<file path="config.mk">
export PLATFORM = sky130hd
export DESIGN_NAME = lsu_mem_ctrl
export DESIGN_NICKNAME = d
export VERILOG_FILES = /design/src/rtl/lsu_pkg.sv /design/src/rtl/lsu_lane_align.sv /design/src/rtl/lsu_mem_ctrl.sv
export SDC_FILE = /design/constraint.sdc
export NUM_CORES = 1
export LEC_CHECK = 0
export ABC_CLOCK_PERIOD_IN_PS = 2300
export CORE_MARGIN = 4
export CORE_UTILIZATION = 49
export CTS_BUF_LIST = sky130_fd_sc_hd__clkbuf_16
export DETAILED_ROUTE_END_ITERATION = 12
export PLACE_DENSITY = 0.81
export SYNTH_ARGS = -nofsm -noshare
export SYNTH_HDL_FRONTEND = slang
export SYNTH_HIERARCHICAL = 1
export SYNTH_SLANG_ARGS = --single-unit
</file>
<file path="constraint.sdc">
create_clock -name clk -period 2.3 [get_ports clk]
set_input_delay 0.575 -clock clk [delete_from_list [all_inputs] [get_ports clk]]
set_output_delay 0.575 -clock clk [all_outputs]
set_load 0.02 [all_outputs]
</file>
<file path="src/rtl/lsu_pkg.sv">
// Shared definitions for the load/store unit: funct3 codes, FSM states and
// the request legality check used when a request is accepted.
package lsu_pkg;

  localparam logic [2:0] F3_B        = 3'b000;
  localparam logic [2:0] F3_H        = 3'b001;
  localparam logic [2:0] F3_W        = 3'b010;
  localparam logic [2:0] F3_BU       = 3'b100;
  localparam logic [2:0] F3_HU       = 3'b101;
  localparam logic [2:0] MEM_WORD_F3 = 3'b010;

  typedef enum logic [2:0] {
    IDLE,
    RD_ISSUE,
    RD_CAPTURE,
    WRITE,
    RESP
  } lsu_state_t;

  // Stores only have B/H/W; loads add the unsigned B/H variants.
  function automatic logic req_bad(input logic we, input logic [2:0] f3,
                                   input logic [1:0] off);
    logic illegal;
    logic misal;
    if (we) illegal = (f3 > F3_W);
    else    illegal = (f3 == 3'b011) || (f3 == 3'b110) || (f3 == 3'b111);
    misal = (((f3 == F3_H) || (f3 == F3_HU)) && off[0]) ||
            ((f3 == F3_W) && (off != 2'b00));
    return illegal || misal;
  endfunction

endpackage

</file>
<file path="src/rtl/lsu_lane_align.sv">
// Byte-lane steering: extends the addressed lane(s) of a memory word for loads
// and splices store data into the word for read-modify-write stores.
module lsu_lane_align
  import lsu_pkg::*;
(
  input  logic [31:0] i_word,
  input  logic [1:0]  i_offset,
  input  logic [2:0]  i_funct3,
  input  logic [31:0] i_store_data,
  output logic [31:0] o_load_data,
  output logic [31:0] o_merged
);

  logic [4:0]  w_byte_sh;
  logic [4:0]  w_half_sh;
  logic [7:0]  w_byte;
  logic [15:0] w_half;

  assign w_byte_sh = {i_offset, 3'b000};
  assign w_half_sh = {i_offset[1], 4'b0000};
  assign w_byte    = i_word[w_byte_sh +: 8];
  assign w_half    = i_word[w_half_sh +: 16];

  always_comb begin
    o_load_data = '0;
    case (i_funct3)
      F3_B:    o_load_data = {{24{w_byte[7]}}, w_byte};
      F3_H:    o_load_data = {{16{w_half[15]}}, w_half};
      F3_W:    o_load_data = i_word;
      F3_BU:   o_load_data = {24'b0, w_byte};
      F3_HU:   o_load_data = {16'b0, w_half};
      default: o_load_data = '0;
    endcase
  end

  // Lanes outside the store width keep the value just read from memory.
  always_comb begin
    o_merged = i_store_data;
    case (i_funct3)
      F3_B: o_merged = (i_word & ~(32'h0000_00FF << w_byte_sh)) |
                       ({24'b0, i_store_data[7:0]} << w_byte_sh);
      F3_H: o_merged = (i_word & ~(32'h0000_FFFF << w_half_sh)) |
                       ({16'b0, i_store_data[15:0]} << w_half_sh);
      default: o_merged = i_store_data;
    endcase
  end

endmodule

</file>
<file path="src/rtl/lsu_mem_ctrl.sv">
// Load/store unit in front of a word-only data memory: one request at a time,
// lane extraction for loads, read-modify-write for byte/halfword stores.
module lsu_mem_ctrl
  import lsu_pkg::*;
#(
  parameter int DM_ADDRESS = 9,
  parameter int DATA_W     = 32
) (
  input  logic                  clk,
  input  logic                  rst_n,
  input  logic                  req_valid,
  output logic                  req_ready,
  input  logic                  req_we,
  input  logic [2:0]            req_funct3,
  input  logic [DM_ADDRESS-1:0] req_addr,
  input  logic [DATA_W-1:0]     req_wdata,
  output logic                  rsp_valid,
  output logic [DATA_W-1:0]     rsp_rdata,
  output logic                  rsp_err,
  output logic                  mem_read,
  output logic                  mem_write,
  output logic [DM_ADDRESS-1:0] mem_addr,
  output logic [DATA_W-1:0]     mem_wdata,
  output logic [2:0]            mem_funct3,
  input  logic [DATA_W-1:0]     mem_rdata
);

  lsu_state_t            r_state;
  logic                  r_we;
  logic [2:0]            r_funct3;
  logic [1:0]            r_offset;
  logic [DATA_W-1:0]     r_wdata;
  logic                  r_req_ready;
  logic                  r_rsp_valid;
  logic                  r_rsp_err;
  logic [DATA_W-1:0]     r_rsp_rdata;
  logic                  r_mem_read;
  logic                  r_mem_write;
  logic [DM_ADDRESS-1:0] r_mem_addr;
  logic [DATA_W-1:0]     r_mem_wdata;
  logic [DATA_W-1:0]     w_load_data;
  logic [DATA_W-1:0]     w_merged;

  lsu_lane_align u_align (
    .i_word       (mem_rdata),
    .i_offset     (r_offset),
    .i_funct3     (r_funct3),
    .i_store_data (r_wdata),
    .o_load_data  (w_load_data),
    .o_merged     (w_merged)
  );

  assign req_ready  = r_req_ready;
  assign rsp_valid  = r_rsp_valid;
  assign rsp_err    = r_rsp_err;
  assign rsp_rdata  = r_rsp_rdata;
  assign mem_read   = r_mem_read;
  assign mem_write  = r_mem_write;
  assign mem_addr   = r_mem_addr;
  assign mem_wdata  = r_mem_wdata;
  assign mem_funct3 = MEM_WORD_F3;

  // Every output is registered alongside the state it belongs to, so a state
  // change and its strobes appear together one edge after the decision.
  always_ff @(posedge clk or negedge rst_n) begin
    if (!rst_n) begin
      r_state     <= IDLE;
      r_we        <= 1'b0;
      r_funct3    <= '0;
      r_offset    <= '0;
      r_wdata     <= '0;
      r_req_ready <= 1'b1;
      r_rsp_valid <= 1'b0;
      r_rsp_err   <= 1'b0;
      r_rsp_rdata <= '0;
      r_mem_read  <= 1'b0;
      r_mem_write <= 1'b0;
      r_mem_addr  <= '0;
      r_mem_wdata <= '0;
    end else begin
      r_rsp_valid <= 1'b0;
      r_rsp_err   <= 1'b0;
      r_rsp_rdata <= '0;
      r_mem_write <= 1'b0;
      case (r_state)
        IDLE: begin
          if (req_valid && r_req_ready) begin
            r_we        <= req_we;
            r_funct3    <= req_funct3;
            r_offset    <= req_addr[1:0];
            r_wdata     <= req_wdata;
            r_req_ready <= 1'b0;
            r_mem_addr  <= {req_addr[DM_ADDRESS-1:2], 2'b00};
            if (req_bad(req_we, req_funct3, req_addr[1:0])) begin
              r_state     <= RESP;
              r_rsp_valid <= 1'b1;
              r_rsp_err   <= 1'b1;
            end else if (req_we && (req_funct3 == F3_W)) begin
              r_state     <= WRITE;
              r_mem_write <= 1'b1;
              r_mem_wdata <= req_wdata;
            end else begin
              r_state    <= RD_ISSUE;
              r_mem_read <= 1'b1;
            end
          end
        end
        RD_ISSUE: r_state <= RD_CAPTURE;
        RD_CAPTURE: begin
          r_mem_read <= 1'b0;
          if (r_we) begin
            r_state     <= WRITE;
            r_mem_write <= 1'b1;
            r_mem_wdata <= w_merged;
          end else begin
            r_state     <= RESP;
            r_rsp_valid <= 1'b1;
            r_rsp_rdata <= w_load_data;
          end
        end
        WRITE: begin
          r_state     <= RESP;
          r_rsp_valid <= 1'b1;
        end
        RESP: begin
          r_state     <= IDLE;
          r_req_ready <= 1'b1;
        end
        default: begin
          r_state     <= IDLE;
          r_req_ready <= 1'b1;
          r_mem_read  <= 1'b0;
        end
      endcase
    end
  end

endmodule

</file>
# Yosys cells after proc, flatten, opt, wreduce, memory -nomap -nowiden
# Index checks and enable logic that the tools add are counted.
[totals]
ff_bits = 117
latchBits = 0
ramBits = 0
romBits = 0
out_inout_bits = 81
word_cells = 99
n_memories = 0
[classes]
addsub = 0
multipliers = 0
div_mod_pow = 0
magnitude_cmp = 1
eq_ne = 19
shifts = 6
n_mux = 33
bitwise_logic = 8
reduce_logical = 19
[op_table]
columns = ["op", "count"]
rows = [
  ["32-bit 2-to-1 mux", 6],
  ["32-bit one-hot mux with 5 select lines", 1],
  ["32-bit one-hot mux with 2 select lines", 2],
  ["32-bit AND", 2],
  ["32-bit inverter", 2],
  ["32-bit bitwise OR", 2],
  ["32-bit by 6-bit variable part select with 16-bit output", 1],
  ["32-bit by 6-bit variable part select with 8-bit output", 1],
  ["16-bit by 5-bit << shifter with 32-bit output", 1],
  ["16-bit by 5-bit << shifter with 32-bit output, first input constant", 1],
  ["8-bit by 5-bit << shifter with 32-bit output", 1],
  ["8-bit by 5-bit << shifter with 32-bit output, first input constant", 1],
  ["3-bit equality test, second input constant", 6],
  ["3-bit by 2-bit equality test with 1-bit output, second input constant", 5],
  ["1-bit 2-to-1 mux", 15],
  ["3-bit one-hot mux with 4 select lines", 1],
  ["2-bit inequality test, second input constant", 5],
  ["3-bit by 1-bit equality test with 1-bit output, second input constant", 3],
  ["3-bit 2-to-1 mux", 3],
  ["3-bit zero test", 2],
  ["1-bit one-hot mux with 2 select lines", 3],
  ["3-bit OR reduction", 2],
  ["1-bit logical OR", 5],
  ["5-bit AND reduction", 1],
  ["8 further kinds", 14],
]

# Longest topological paths before layout
# Gate-level depths: netlist of run 1.
[depth]
depth_word = 10
mapped_depth = 9
ltp_nobuf = 6

# By module
# Netlist of run 1, hierarchy kept.
[by_module_without_submodules]
columns = ["module", "instances", "cells_per_inst", "area_per_inst_um2"]
rows = [
  ["lsu_mem_ctrl", 1, 350, 4489.3],
  ["lsu_lane_align", 1, 231, 1481.4],
]

# Worst setup path before layout of run 1
# OpenSTA, ideal clock, no wires.
[synth_path]
path_kind = "input-to-reg"
startpoint = "in req_funct3[0]"
endpoint = "reg r_mem_wdata[23], in the netlist mem_wdata[23]"
setup_ns = 0.123
arrival_time_ns = 1.975
required_ns = 2.177
setup_slack_ns = 0.202
cell_stages = 6
path_cell_list = "or4_4 -> or4_4 -> buf_6 -> buf_6 -> o22ai_1 -> a21oi_1"
[synth_between]
elab_chain_len = 9
word_cells_on_any_way = 21
[synth_rtl]
columns = ["element", "line_no", "text"]
rows = [
  ["from (decl)", "lsu_mem_ctrl.sv:14", "input logic [2:0] req_funct3,"],
  ["parallel branches: the longest is 8 deep, another holds 3-bit by 2-bit greater-than comparator with 1-bit output", "--", ""],
  ["5-bit AND reduction (no line) (*)", "--", ""],
  ["to (signal assigned)", "lsu_mem_ctrl.sv:101", "r_mem_wdata <= req_wdata;"],
  ["to (signal assigned)", "lsu_mem_ctrl.sv:114", "r_mem_wdata <= w_merged;"],
  ["to (decl)", "lsu_mem_ctrl.sv:40", "logic [DATA_W-1:0] r_mem_wdata;"],
]
# Mark *: on every way between the ends. The select of a mux whose other input is x is not followed.
# A chain may end at the register's enable or synchronous reset.

# Worst setup path after layout of run 1
[layout_path]
startpoint = "in req_funct3[0]"
endpoint = "reg r_mem_wdata[19], in the netlist mem_wdata[19]"
# Same word-level chain as after synthesis.

==> results_dict.tcl, run 1 <==
set metrics [dict create \
    cp_cell_sequence "clkdlybuf4s50_1 -> or4_4 -> or4_4 -> buf_12 -> o22ai_1 -> a21oi_1" \
    slowest_stage "or4_4" \
    drt_wl_total_um 17900 \
    post-place-ws_ns -0.321 \
    clkTransAtPathRegs_ns 0.05 \
    cts_setup_buffers 0 \
    dpl.hpwl_um 12700 \
    antenna_cells 0 \
    rsz0062_at_grt "false" \
    cts_made_buffers 17 \
    grtUsageTotal_pct 25.7 \
    wl_per_cell_um 20.1 \
    grt_pass1_wl_um 28800 \
    firstDrtPassIters 6 \
    ys_warn_count 6 \
    maxSlewViolCount 0 \
    grt_pass1_vias 5484 \
    reg2reg_depth 7 \
    p_leak_nw 3.62 \
    yosys.area.top_type_share_pct 48.6 \
    netlist_instances 581 \
    via_per_inst 6.00 \
    core_um2 12000 \
    cts_buffer_depth 2 \
    synth.most_common_cell "dfrtp_1" \
    rows 40 \
    async_flop_share_pct 100 \
    crit_cells 6 \
    crit_required_ns 2.58 \
    area_growth_pct 39.4 \
    clock_sinks 117 \
    clock.fmax_ghz 0.448 \
    slowest_delay_ns 0.57 \
    final_util_pct 69.6 \
    die_area_um2 14000 \
    setup_viol 0 \
    dp_cells 859 \
    crit_path_frequent_cell "or4_4" \
    grt_overflow 0 \
    layout.cells.non_filler 890 \
    drc 0 \
    worst-setup-path-type "input pin to flop" \
    startpoint "req_funct3[0]" \
    cts_tree "yes" \
    vias 5340 \
    worstPathMaxFanout 65 \
    antenna_found_initial 0 \
    endpoint "mem_wdata[19]" \
    die_w_um 118 \
    grt_max_degree 66 \
    fin_total_pwr_mw 11.9 \
    synth_top_cell_by_area "dfrtp_1" \
    tightest_slew_ns 0.756 \
    finalCriticalPeriod_ns 2.23 \
    drive_above_1_share_pct 17.4 \
    vdd_drop_max_mv 0.849 \
    synthFlopType "dfrtp_1" \
    first_iter_violations 500 \
    ys_seq_area_share_pct 49.1 \
    cts_root_buffer "clkbuf_16" \
    r2r_end "mem_wdata[15]" \
    synth_seq_cells 117 \
    critPathLaunchType "input pin" \
    worstReg2RegStart "r_funct3[0]" \
    status "complete, no violations" \
    clk_latency_ns 0.41 \
    ys_types 50 \
    synth-edff-count 0 \
    crit_buf_inv 2 \
    gp_congestion 0.944 \
    io_pins 161 \
    io_buffers 155 \
    maxCapViolCount 0 \
    final_nets 811 \
    hold_viol_final 0 \
    initial_core_util_pct 49.9 \
    relSlewSlack_pct 49.6 \
    worst_clock_skew_ns 0.00828 \
    ant_nets 0 \
    crit_family "simple AND/OR/NAND/NOR gates" \
    netlist_area_um2 5970 \
    syn_avg_cell_area_um2 10.3 \
    cp-end-kind "flop" \
    worstPathArrival_ns 2.51 \
    ys_top_cells_by_count "dfrtp_1, nor2_1, a21oi_1, mux2_2, o22ai_1" \
    hp-class "input pin to async pin" \
    power_density_nw_per_um2 1430 \
    synth.area.top_cells "dfrtp_1, mux2_2, a21oi_1" \
    die_h_um 118 \
    regToRegSetupSlack_ns 0.22 \
    htreeDepth 4 \
    period_share_pct 97.1 \
    final.setup.tns_ns 0 \
    setup_slack_ns 0.0658 \
]
==> cell families (layout without fill, tap and decap cells) <==
kind of cell,after synthesis,in the layout,share of synthesized area [%]
mux,75,75,14.2
flops,117,117,49.1
simple gates,171,171,14.5
other cells,2,5,0.126
buf+inv,65,224,5.68
compound gates,151,151,16.4
==> flip-flops by register name, summed over array words and instances, names as in the netlist <==
signal,flops
mem_wdata,32
mem_addr,7
r_we,1
r_funct3,3
rsp_err,1
mem_read,1
rsp_valid,1
rsp_rdata,32
req_ready,1
r_offset,2
r_state,3
mem_write,1
r_wdata,32
==> placed cells by master (no fill, tap or decap), types with 5 or more instances in the layout <==
cell type        count
a21oi_1             57
a222oi_1             8
a22o_1               7
a22oi_1             10
and2_1              34
buf_12               6
buf_4               21
bufinv_16            5
clkbuf_16           17
clkdlybuf4s50_1    154
conb_1               5
dfrtp_1            116
inv_1               13
mux2_2              57
mux2i_1             16
nand2_1             27
nand3_1             26
nor2_1              58
o211ai_1             9
o21a_1               5
o22ai_1             35
==> metal layers <==
layer	GRT usage, %	wire (µm)
met1	33.4	7160
met3	6.17	1600
met5	0	0
met4	10.6	536
met2	41.3	8600
==> report_power, final <==
group | internal (mW) | switching, mW
Combinational | 2.69 | 2.92
Sequential | 2.86 | 0.650
Clock | 1.89 | 0.900
Total | 7.43 | 4.47
==> layout make-up <==
cell class                 count  area (µm²)
sequential                   117        2930
tap                          147         184
clock buffer                  17         425
timing repair buffer         181        1820
clock inverter                14         191
inverter                      12        45.0
fill                         857        3640
multi-input combinational    402        2730
==> what timing repair did <==
item	CTS	global route
hold buffers	0	0
endpoints found under the setup margin	0	1
resized for setup	0	1
==> worst min-delay path by stage <==
| stage | startpoint | endpoint | slack [ns] | depth (start not counted) |
|---|---|---|---|---|
| floorplan | rst_n | mem_addr[2] | 0.28 | 0 |
| global placement | r_wdata[31] | r_wdata[31] | 0.49 | 1 |
| detailed placement | r_wdata[16] | r_wdata[16] | 0.50 | 1 |
| CTS | rst_n | r_funct3[2] | 0.20 | 1 |
| global route | rst_n | r_funct3[2] | 0.23 | 1 |
| finish | rst_n | r_funct3[2] | 0.18 | 1 |
==> worst register-to-register path: cells and delay by family (launching register included) <==
family | cells | cell delay (ns)
AO/OA/AOI/OAI | 4 | 1.01
flip-flops | 1 | 0.54
buffers and inverters | 3 | 0.46
==> metrics by stage <==
step	hold WS (ns)	area, µm²
2_1_floorplan	0.279	5980
3_3_place_gp	0.486	7700
3_5_place_dp	0.495	7700
4_1_cts	0.199	8320
5_1_grt	0.229	8320
6_report	0.184	8320
(Power assumes the default switching activity.)
==> run 2: changes to the inputs <==
- ABC_AREA: not set -> 1
- CORE_UTILIZATION: 49 -> 52
- GPL_ROUTABILITY_DRIVEN: not set -> 1
- GPL_TIMING_DRIVEN: not set -> 0
- PLACE_DENSITY: 0.81 -> 0.82
==> run 2 against run 1 <==
Non-clock buffer count up 49. Sequential share of layout area down 4.9 points. Critical path depth down 5. Sequential power down 1%.
==> results_dict.tcl, run 2 <==
set metrics [dict create \
    status "complete, no violations" \
    dpl_cell_area_um2 9090 \
    period_share_pct 94.7 \
    cts_made_buffers 17 \
    maxSlewViolCount 0 \
    io_buffers 155 \
    synth_seq_cells 117 \
    worstReg2RegStart "r_offset[0]" \
    ys_warn_count 6 \
    grt_overflow 0 \
    synth-edff-count 0 \
    grtUsageTotal_pct 34.0 \
    grt_pass1_wl_um 42700 \
    synthAdderAreaFrac_pct 0 \
    r2r_end "mem_wdata[22]" \
    clk_latency_ns 0.43 \
    cp_cell_sequence "clkdlybuf4s50_1" \
    die_h_um 126 \
    crit_required_ns 1.73 \
    synth_xor_area_share_pct 0 \
    via_per_inst 5.66 \
    multi_input_area_um2 3550 \
    vdd_drop_max_mv 0.907 \
    seqPwrFrac_pct 25.7 \
    final_util_pct 72.0 \
    postCtsHoldBufs 0 \
    cts_root_buffer "clkbuf_16" \
    internal_power_mw 7.06 \
    setup_slack_ns 0.122 \
    reg2reg_depth 9 \
    area_growth_pct 32.9 \
    ctsResizeCount 0 \
    cts_setup_buffers 0 \
    hold_viol_final 0 \
    regToRegSetupSlack_ns 0.24 \
    setup_viol 0 \
    p_sw_mw 6.47 \
    htreeDepth 4 \
    yosys.area.top_type_share_pct 39.9 \
    worst-setup-path-type "flop to output pin" \
    core_um2 13500 \
    swShare_pct 47.8 \
    antenna_found_initial 0 \
    grt_pass1_vias 8046 \
    async_flop_share_pct 100 \
    synth.most_common_cell "nand2_1" \
    dpl.hpwl_um 20700 \
    synth_mux_area_share_pct 0 \
    wl_per_cell_um 18.5 \
    post-place-ws_ns -0.0300 \
    critPathLaunchType "flop" \
    final_common_cell "nand2_1" \
    rsz0062_at_grt "false" \
    regArea_um2 2930 \
    synthFlopType "dfrtp_1" \
    endpoint "req_ready" \
    final_area_um2 9680 \
    netlist_instances 1108 \
    cts_tree "yes" \
    ys_seq_area_share_pct 40.2 \
    crit_buf_inv 1 \
    antenna_cells 0 \
    tightest_slew_ns 0.663 \
    clock_sinks 117 \
    slowest_stage "clkdlybuf4s50_1" \
    p_comb_share_pct 54.3 \
    synth_top_cell_by_area "dfrtp_1" \
    hp-class "input pin to async pin" \
    rows 42 \
    synth-simple-area-share_pct 39.7 \
    die_w_um 126 \
    startpoint "req_ready" \
    maxCapViolCount 0 \
    fill_cells 1124 \
    clock.fmax_ghz 0.459 \
    crit_cells 1 \
    vias 8345 \
    final.setup.tns_ns 0 \
    relSlewSlack_pct 55.8 \
    drt_wl_total_um 27200 \
    first_iter_violations 1087 \
    mostFrequentLayoutCells "nand2_1, nand3_1, clkdlybuf4s50_1" \
    worst_clock_skew_ns 0.00930 \
    drive_above_1_share_pct 8.16 \
    netlist_area_um2 7280 \
    ys_top_cells_by_count "nand2_1, nand3_1, dfrtp_1" \
    power_density_nw_per_um2 1400 \
    clkTransAtPathRegs_ns 0.06 \
    io_pins 161 \
    synth_top_family_by_area "simple AND/OR/NAND/NOR gates" \
    finalCriticalPeriod_ns 2.18 \
    cts_buffer_depth 2 \
    gp_congestion 1.00 \
    slowest_delay_ns 0.61 \
    synth-compound-area-share_pct 8.85 \
    initial_core_util_pct 54.1 \
    syn_avg_cell_area_um2 6.57 \
    grt_max_degree 69 \
    ant_nets 0 \
    synth.area.top_cells "dfrtp_1, nand2_1, nand3_1" \
    clockPowerShare_pct 20.0 \
    crit_family "buffers and inverters" \
    die_area_um2 16000 \
    worstPathMaxFanout 4 \
    ys_types 29 \
    final_nets 1366 \
    drc 0 \
    cp-end-kind "output pin" \
    p_leak_nw 4.88 \
    worstPathArrival_ns 1.60 \
    firstDrtPassIters 5 \
]
==> run 2: cell count changes after synthesis, moves of 10 or more <==
| cell | before | now |
|---|---|---|
| mux2i_1 | 16 | 0 |
| inv_1 | 12 | 101 |
| nand3_1 | 26 | 197 |
| a21oi_1 | 57 | 8 |
| and2_1 | 34 | 0 |
| nand2_1 | 27 | 378 |
| a22oi_1 | 10 | 0 |
| mux2_2 | 57 | 0 |
| o22ai_1 | 36 | 0 |
| nor2_1 | 59 | 86 |
| buf_2 | 13 | 32 |
| o21ai_0 | 3 | 97 |
==> run 2: cells by family (layout without fill, tap and decap cells) <==
family / Yosys count / count (layout)
AOI/OAI and AO/OA: 124 / 124
buffers and inverters: 184 / 372
DFF: 117 / 117
other: 2 / 5
and+or+nand+nor: 681 / 681
==> run 2: how the worst min path moves through the flow <==
| stage | start | endpoint |
|---|---|---|
| after floorplan | rst_n | mem_addr[2] |
| after global placement | mem_addr[3] | mem_addr[3] |
| after detailed placement | mem_addr[7] | mem_addr[7] |
| after CTS | rst_n | mem_addr[8] |
| after global routing | rst_n | mem_addr[8] |
| final | rst_n | mem_addr[8] |
==> run 2: stage by stage <==
step | hold slack (ns) | instances | power, mW
2_1_floorplan | 0.279 | 1111 | 7.96
3_3_place_gp | 0.454 | 1442 | 10.4
3_5_place_dp | 0.463 | 1443 | 10.6
4_1_cts | 0.192 | 1475 | 13.4
5_1_grt | 0.233 | 1475 | 14.4
6_report | 0.175 | 1475 | 13.5
==> run 2: layer usage <==
layer	vias to the layer above	global-route usage (%)	part of all wire, %
met4	0	13.2	3.5
li1	3854	-	-
met1	3893	45.8	39
met3	75	6.94	10
met2	523	54.3	47
met5	-	0	0
==> run 2: layout make-up <==
class	instances	share of cell area [%]
multi-input combinational	810	36.7
clock buffer	17	4.39
inverter	110	4.26
tap	176	2.27
sequential	117	30.3
clock inverter	15	1.71
buffer	74	4.14
timing repair buffer	156	16.3
==> run 2: power by group through the flow <==
stage          combinational (mW)  sequential, mW  clock [mW]
2_1_floorplan                4.16            3.81           0
3_3_place_gp                 6.98            3.45           0
3_5_place_dp                 7.12            3.46           0
4_1_cts                      7.21            3.45        2.70
5_1_grt                      8.03            3.56        2.80
6_report                     7.35            3.47        2.71
